===== src/rtl/alu_div_seq_if.sv =====
// Core-side request/result bus and shared-ALU borrow bus for the sequential divider.
interface alu_div_seq_if #(parameter int XLEN = 32);
  logic            start_i;
  logic [1:0]      op_i;
  logic [XLEN-1:0] dividend_i;
  logic [XLEN-1:0] divisor_i;
  logic            busy_o;
  logic            done_o;
  logic [XLEN-1:0] result_o;
  logic            alu_req_o;
  logic [XLEN-1:0] alu_src_a_o;
  logic [XLEN-1:0] alu_src_b_o;
  logic [3:0]      alu_control_o;
  logic [XLEN-1:0] alu_result_i;

  modport master (
    output start_i, op_i, dividend_i, divisor_i, alu_result_i,
    input  busy_o, done_o, result_o, alu_req_o, alu_src_a_o, alu_src_b_o, alu_control_o
  );

  modport slave (
    input  start_i, op_i, dividend_i, divisor_i, alu_result_i,
    output busy_o, done_o, result_o, alu_req_o, alu_src_a_o, alu_src_b_o, alu_control_o
  );
endinterface


===== src/rtl/alu_div_seq.sv =====
// RV32M DIV/DIVU/REM/REMU restoring divider that borrows the core's shared ALU
// for every add, subtract and compare; fixed latency of 2*XLEN+4 edges.
module alu_div_seq #(
  parameter int XLEN = 32
) (
  input  logic         clk,
  input  logic         reset,
  alu_div_seq_if.slave bus
);

  localparam int CW = $clog2(XLEN);
  localparam logic [3:0] ALU_ADD  = 4'b0000;
  localparam logic [3:0] ALU_SUB  = 4'b0001;
  localparam logic [3:0] ALU_SLTU = 4'b0110;

  typedef enum logic [2:0] {
    IDLE, NEG_A, NEG_B, CMP, SUB, FIX_Q, FIX_R, DONE
  } state_t;

  state_t          state, next_state;
  logic [1:0]      op_q;
  logic            sgn, negq, negr, dz, ge;
  logic [XLEN-1:0] a_q, b_q, r_q, q_q, s_q, result_q;
  logic [CW-1:0]   cnt;
  logic [XLEN-1:0] s_cmb;
  logic            accept;
  logic [XLEN-1:0] alu_a, alu_b;
  logic [3:0]      alu_ctl;

  assign s_cmb = {r_q[XLEN-2:0], q_q[XLEN-1]};

  always_ff @(posedge clk) begin
    if (reset) state <= IDLE;
    else       state <= next_state;
  end

  // DONE doubles as an accept point so back-to-back operations lose no cycle.
  always_comb begin
    next_state = state;
    accept     = 1'b0;
    alu_a      = '0;
    alu_b      = '0;
    alu_ctl    = ALU_ADD;
    case (state)
      IDLE: begin
        if (bus.start_i) begin
          accept     = 1'b1;
          next_state = NEG_A;
        end
      end
      NEG_A: begin
        if (sgn && a_q[XLEN-1]) begin
          alu_ctl = ALU_SUB;
          alu_b   = a_q;
        end else begin
          alu_a = a_q;
        end
        next_state = NEG_B;
      end
      NEG_B: begin
        if (sgn && b_q[XLEN-1]) begin
          alu_ctl = ALU_SUB;
          alu_b   = b_q;
        end else begin
          alu_a = b_q;
        end
        next_state = CMP;
      end
      CMP: begin
        alu_ctl    = ALU_SLTU;
        alu_a      = s_cmb;
        alu_b      = b_q;
        next_state = SUB;
      end
      SUB: begin
        alu_a = s_q;
        if (ge) begin
          alu_ctl = ALU_SUB;
          alu_b   = b_q;
        end
        next_state = (cnt == CW'(XLEN-1)) ? FIX_Q : CMP;
      end
      FIX_Q: begin
        if (negq && !dz) begin
          alu_ctl = ALU_SUB;
          alu_b   = q_q;
        end else begin
          alu_a = q_q;
        end
        next_state = FIX_R;
      end
      FIX_R: begin
        if (negr) begin
          alu_ctl = ALU_SUB;
          alu_b   = r_q;
        end else begin
          alu_a = r_q;
        end
        next_state = DONE;
      end
      DONE: begin
        if (bus.start_i) begin
          accept     = 1'b1;
          next_state = NEG_A;
        end else begin
          next_state = IDLE;
        end
      end
      default: next_state = IDLE;
    endcase
  end

  // The 33rd bit of the shifted remainder (old R MSB) forces a subtract,
  // which keeps the whole datapath XLEN bits wide.
  always_ff @(posedge clk) begin
    if (reset) begin
      op_q     <= '0;
      sgn      <= 1'b0;
      negq     <= 1'b0;
      negr     <= 1'b0;
      dz       <= 1'b0;
      ge       <= 1'b0;
      a_q      <= '0;
      b_q      <= '0;
      r_q      <= '0;
      q_q      <= '0;
      s_q      <= '0;
      cnt      <= '0;
      result_q <= '0;
    end else begin
      if (accept) begin
        op_q <= bus.op_i;
        sgn  <= ~bus.op_i[0];
        a_q  <= bus.dividend_i;
        b_q  <= bus.divisor_i;
      end
      case (state)
        NEG_A: begin
          a_q  <= bus.alu_result_i;
          negq <= sgn & (a_q[XLEN-1] ^ b_q[XLEN-1]);
          negr <= sgn & a_q[XLEN-1];
        end
        NEG_B: begin
          b_q <= bus.alu_result_i;
          dz  <= (b_q == '0);
          r_q <= '0;
          q_q <= a_q;
          cnt <= '0;
        end
        CMP: begin
          s_q <= s_cmb;
          ge  <= r_q[XLEN-1] | ~bus.alu_result_i[0];
          q_q <= {q_q[XLEN-2:0], 1'b0};
        end
        SUB: begin
          r_q    <= bus.alu_result_i;
          q_q[0] <= ge;
          cnt    <= cnt + 1'b1;
        end
        FIX_Q: q_q <= bus.alu_result_i;
        FIX_R: begin
          r_q      <= bus.alu_result_i;
          result_q <= op_q[1] ? bus.alu_result_i : q_q;
        end
        default: ;
      endcase
    end
  end

  assign bus.busy_o        = (state != IDLE);
  assign bus.done_o        = (state == DONE);
  assign bus.alu_req_o     = (state != IDLE) && (state != DONE);
  assign bus.result_o      = result_q;
  assign bus.alu_src_a_o   = alu_a;
  assign bus.alu_src_b_o   = alu_b;
  assign bus.alu_control_o = alu_ctl;

endmodule


===== src/flat_wrapper.sv =====
// flat-port wrapper written by rule: the top's interface ports become plain ports
module alu_div_seq_flat 
#(
  parameter int XLEN = 32
)
  (clk, reset, bus_start_i, bus_op_i, bus_dividend_i, bus_divisor_i, bus_alu_result_i, bus_busy_o, bus_done_o, bus_result_o, bus_alu_req_o, bus_alu_src_a_o, bus_alu_src_b_o, bus_alu_control_o);
  alu_div_seq_if #(.XLEN(XLEN)) bus_i ();
  input  logic clk;
  input  logic reset;
  input wire logic [$bits(bus_i.start_i)-1:0] bus_start_i;
  input wire logic [$bits(bus_i.op_i)-1:0] bus_op_i;
  input wire logic [$bits(bus_i.dividend_i)-1:0] bus_dividend_i;
  input wire logic [$bits(bus_i.divisor_i)-1:0] bus_divisor_i;
  input wire logic [$bits(bus_i.alu_result_i)-1:0] bus_alu_result_i;
  output wire logic [$bits(bus_i.busy_o)-1:0] bus_busy_o;
  output wire logic [$bits(bus_i.done_o)-1:0] bus_done_o;
  output wire logic [$bits(bus_i.result_o)-1:0] bus_result_o;
  output wire logic [$bits(bus_i.alu_req_o)-1:0] bus_alu_req_o;
  output wire logic [$bits(bus_i.alu_src_a_o)-1:0] bus_alu_src_a_o;
  output wire logic [$bits(bus_i.alu_src_b_o)-1:0] bus_alu_src_b_o;
  output wire logic [$bits(bus_i.alu_control_o)-1:0] bus_alu_control_o;
  assign bus_i.start_i = bus_start_i;
  assign bus_i.op_i = bus_op_i;
  assign bus_i.dividend_i = bus_dividend_i;
  assign bus_i.divisor_i = bus_divisor_i;
  assign bus_i.alu_result_i = bus_alu_result_i;
  assign bus_busy_o = bus_i.busy_o;
  assign bus_done_o = bus_i.done_o;
  assign bus_result_o = bus_i.result_o;
  assign bus_alu_req_o = bus_i.alu_req_o;
  assign bus_alu_src_a_o = bus_i.alu_src_a_o;
  assign bus_alu_src_b_o = bus_i.alu_src_b_o;
  assign bus_alu_control_o = bus_i.alu_control_o;
  alu_div_seq #(.XLEN(XLEN)) u_core (.clk(clk), .reset(reset), .bus(bus_i));
endmodule

===== config.mk =====
export PLATFORM = sky130hd
export DESIGN_NAME = alu_div_seq_flat
export DESIGN_NICKNAME = d
export VERILOG_FILES = /design/src/rtl/alu_div_seq_if.sv /design/src/rtl/alu_div_seq.sv /design/src/flat_wrapper.sv
export SDC_FILE = /design/constraint.sdc
export NUM_CORES = 1
export LEC_CHECK = 0
export ABC_AREA = 0
export CORE_ASPECT_RATIO = 0.5
export CORE_MARGIN = 2
export CORE_UTILIZATION = 52
export CTS_BUF_LIST = sky130_fd_sc_hd__clkbuf_16
export CTS_CLUSTER_SIZE = 30
export DETAILED_ROUTE_END_ITERATION = 10
export HOLD_SLACK_MARGIN = 0.15
export PLACE_DENSITY = 0.84
export SYNTH_ARGS = -nofsm -noshare
export SYNTH_HDL_FRONTEND = slang
export SYNTH_SLANG_ARGS = --single-unit
export TNS_END_PERCENT = 1

===== constraint.sdc =====
create_clock -name clk -period 2.2 [get_ports clk]
set_input_delay 0.44 -clock clk [delete_from_list [all_inputs] [get_ports clk]]
set_output_delay 0.44 -clock clk [all_outputs]
set_load 0.05 [all_outputs]

==> run_results.csv <==
group,metric,value,unit
cells_and_area,utilization,73.7,%
cts,clock_path_buffers,3,
timing,fin_crit_sh,128,%
floorplan,die_h,103,µm
critical_path,critPathSlowestCell,"or3b_4",
floorplan,placementRows,36,
critical_path,start_kind,"register",
placement,pre_cts_ws,-0.312,ns
cts,holdBufCountCts,0,
status,violations,"negative setup slack",
synth,netlist_top_cells_area,"dfxtp_1 (40%), nand2_1 (9.6%), a222oi_1 (9.2%)",
placement,place.gp.congestion,0.926,
synth,syn_nets,1370,
job,maxCapViolCount,0,
cells_and_area,fin_nets,1540,
timing,slew_headroom,39.1,%
synth,synth-seq-cells,206,
critical_path,crit_chain,"buf_6 -> buf_6 -> or3b_4 -> a21oi_4 -> buf_6 -> clkbuf_16 -> a222oi_1 -> nand2_1 -> buf_12",
power_and_ir_drop,max-vdd-ir-drop,0.000471,V
global_route,grt_use_total,36.7,%
timing,finalMaxSlewViolations,0,
global_route,grt_antenna_before_repair,0,
timing,setup_viol,70,
global_route,grt_max_degree,207,
drt,drc,0,
critical_path,end_kind,"output port",
timing,setup_tns,-36.18,ns
timing,rsz0062_at_grt,"yes",
synth,yosys_most_used_dff,"dfxtp_1",
cts,insertion_delay,0.50,ns
global_route,first_global_vias,11300,
power_and_ir_drop,total_leakage_power,5.19,nW
synth,synthArstFlopShare,0,%
cts,cts_root_buf,"clkbuf_16",
floorplan,core,19400,µm²
synth,netlist_instances,1267,
global_route,grt_pass1_wl,60800,µm
critical_path,max_stage_delay,0.42,ns
critical_path,worst_path_most_repeated_cell,"buf_6",
drt,drt-pass1-iter-count,11,
cts,htree_levels,1,
global_route,grt_remaining_overflow,0,
synth,avgSynthCellArea,8.11,µm²
floorplan,die-area,21000,µm²
drt,wl,40700,µm
cells_and_area,antenna_cells,0,
critical_path,critPathTopFamily,"buffers and inverters",
floorplan,ioPinCount,204,
placement,port_buffers,202,
timing,finClkSkew,0.0189,ns
synth,synth-edff-count,0,
cells_and_area,layout-drive-gt1-share,14.0,%
synth,synth_most_common_cell,"nand2_1",
synth,mappedNetlistArea,10300,µm²
cells_and_area,area_growth,39.3,%
synth,synth_top_area_cell,"dfxtp_1",
critical_path,cp_data_arrival_time,2.39,ns
synth,synthTopCellsByCount,"nand2_1 (262), dfxtp_1 (206), nor2_1 (171)",
synth,ys_warn_count,0,
synth,synth.distinct_cells,49,
cts,cts_made_buffers,19,
synth,synth_top_area_share,40.1,%
timing,worst_slew_pin_slew,0.913,ns
timing,hold_viol,0,
drt,vias,11700,
hold_path,hp-class,"in -> reg",
drt,avgViaCountPerCell,6.82,
timing,period_needed,2.83,ns
floorplan,start_util,52.9,%
drt,drt_first_iter_violations,2740,
critical_path,critPathKind,"reg -> out",
cts,path_clk_slew,0.07,ns
status,status,"finished, violations left",
critical_path,cp_max_fo,6,
critical_path,cp.required,1.76,ns
floorplan,fp.dieW,203,µm
timing,setup_ws,-0.626,ns
drt,wl_per_cell,23.7,µm
critical_path,path_buf_inv,5,
drt,ant_nets,0,
placement,place_hpwl,25700,µm
timing,fmax,354,MHz
cts,tritoncts,"done",
power_and_ir_drop,power_density,688,nW/µm²
synth,seq_area_frac_synth,40.1,%
cts,clock-sinks,206,
==> cell usage in the layout, fill, tap and decap left out, types with 11 or more instances in the layout <==
master and instances:
a22oi_1 36, buf_4 44, dfxtp_1 202, nand2_1 261, clkbuf_16 21, a211oi_1 101
a222oi_1 94, mux2i_1 65, buf_6 11, nor2_1 170, o221ai_1 31, clkdlybuf4s50_1 131
a21oi_1 103, buf_12 89
==> per-layer routing <==
layer  routed length [µm]  up-vias  share of wire (%)  GRT usage [%]
met4                 1970        0                4.8           17.2
met1                14800     5389                 36           47.2
met3                 6270      213                 15           9.74
li1                     -     5043                  -              -
met2                17700     1057                 44           58.4
met5                    0        -                  0              0
==> report_power, final <==
| part | internal (W) | total, W | switching [W] |
|---|---|---|---|
| clock network | 0.00169 | 0.00317 | 0.00148 |
| registers | 0.00397 | 0.00431 | 0.000340 |
| logic | 0.000995 | 0.00237 | 0.00137 |
==> registers in the layout (all words and copies together), names as in the netlist, 3 cells and up <==
| name | cells |
|---|---|
| u_core.r_q | 32 |
| u_core.state | 3 |
| u_core.cnt | 5 |
| u_core.a_q | 32 |
| u_core.s_q | 32 |
| u_core.q_q | 32 |
| u_core.bus.result_o | 32 |
| u_core.b_q | 32 |
==> cell families after synthesis <==
logic type / count (synthesis) / share of synthesized area (%)
fa+ha+maj: 2 / 0.243
mux: 65 / 6.33
buf+inv: 137 / 6.36
compound gates: 379 / 27.9
other cells: 1 / 0.0365
flops: 206 / 40.1
simple gates: 476 / 18.9
xor+xnor: 1 / 0.0852
==> worst register-to-register path, stage by stage, from the launching register on <==
cell and delay, ns:
dfxtp_1 0.43, nor4_1 0.76, nand3_1 0.23, or4_1 0.61
o31ai_1 0.14
==> stage by stage <==
step | total power, W | cells | hold slack [ns] | instance area [µm²]
after detailed placement | 0.00654 | 1663 | 0.449 | 13400
after CTS | 0.00965 | 1704 | 0.374 | 14100
after floorplan | 0.00553 | 1267 | 0.432 | 10300
after global placement | 0.00647 | 1663 | 0.441 | 13400
final | 0.00985 | 1715 | 0.459 | 14300
after global routing | 0.0101 | 1715 | 0.465 | 14300
==> cell type report <==
| cell class | count | area, µm² |
|---|---|---|
| multi-input combinational | 925 | 5620 |
| clock inverter | 14 | 88.8 |
| sequential | 206 | 4130 |
| tap | 266 | 333 |
| clock buffer | 19 | 475 |
| fill | 1331 | 5100 |
| inverter | 5 | 21.3 |
| timing repair buffer | 280 | 3640 |
==> timing repair <==
item                                    CTS  global route
endpoints found under the hold margin     0             0
gates cloned                              3             3
buffers inserted                          5            11
pin swaps                                51            47
gates resized for setup                  23            17
endpoints found under the setup margin   67            70
==> final timing paths <==
path	slack, ns	endpoint	cells past startpoint	from
worst max-delay path	-0.63	bus_alu_src_a_o[5]	9	u_core.state[1]$_SDFFE_PP0P_
worst min-delay path	0.46	u_core.dz$_SDFFE_PP0P_	5	reset
worst max register to register	-0.10	u_core.dz$_SDFFE_PP0P_	4	u_core.b_q[15]$_SDFFE_PP0P_
worst min register to register	0.46	u_core.s_q[5]$_SDFFE_PP0N_	2	u_core.s_q[5]$_SDFFE_PP0N_
Note: power is estimated with default switching activity, not from simulation.
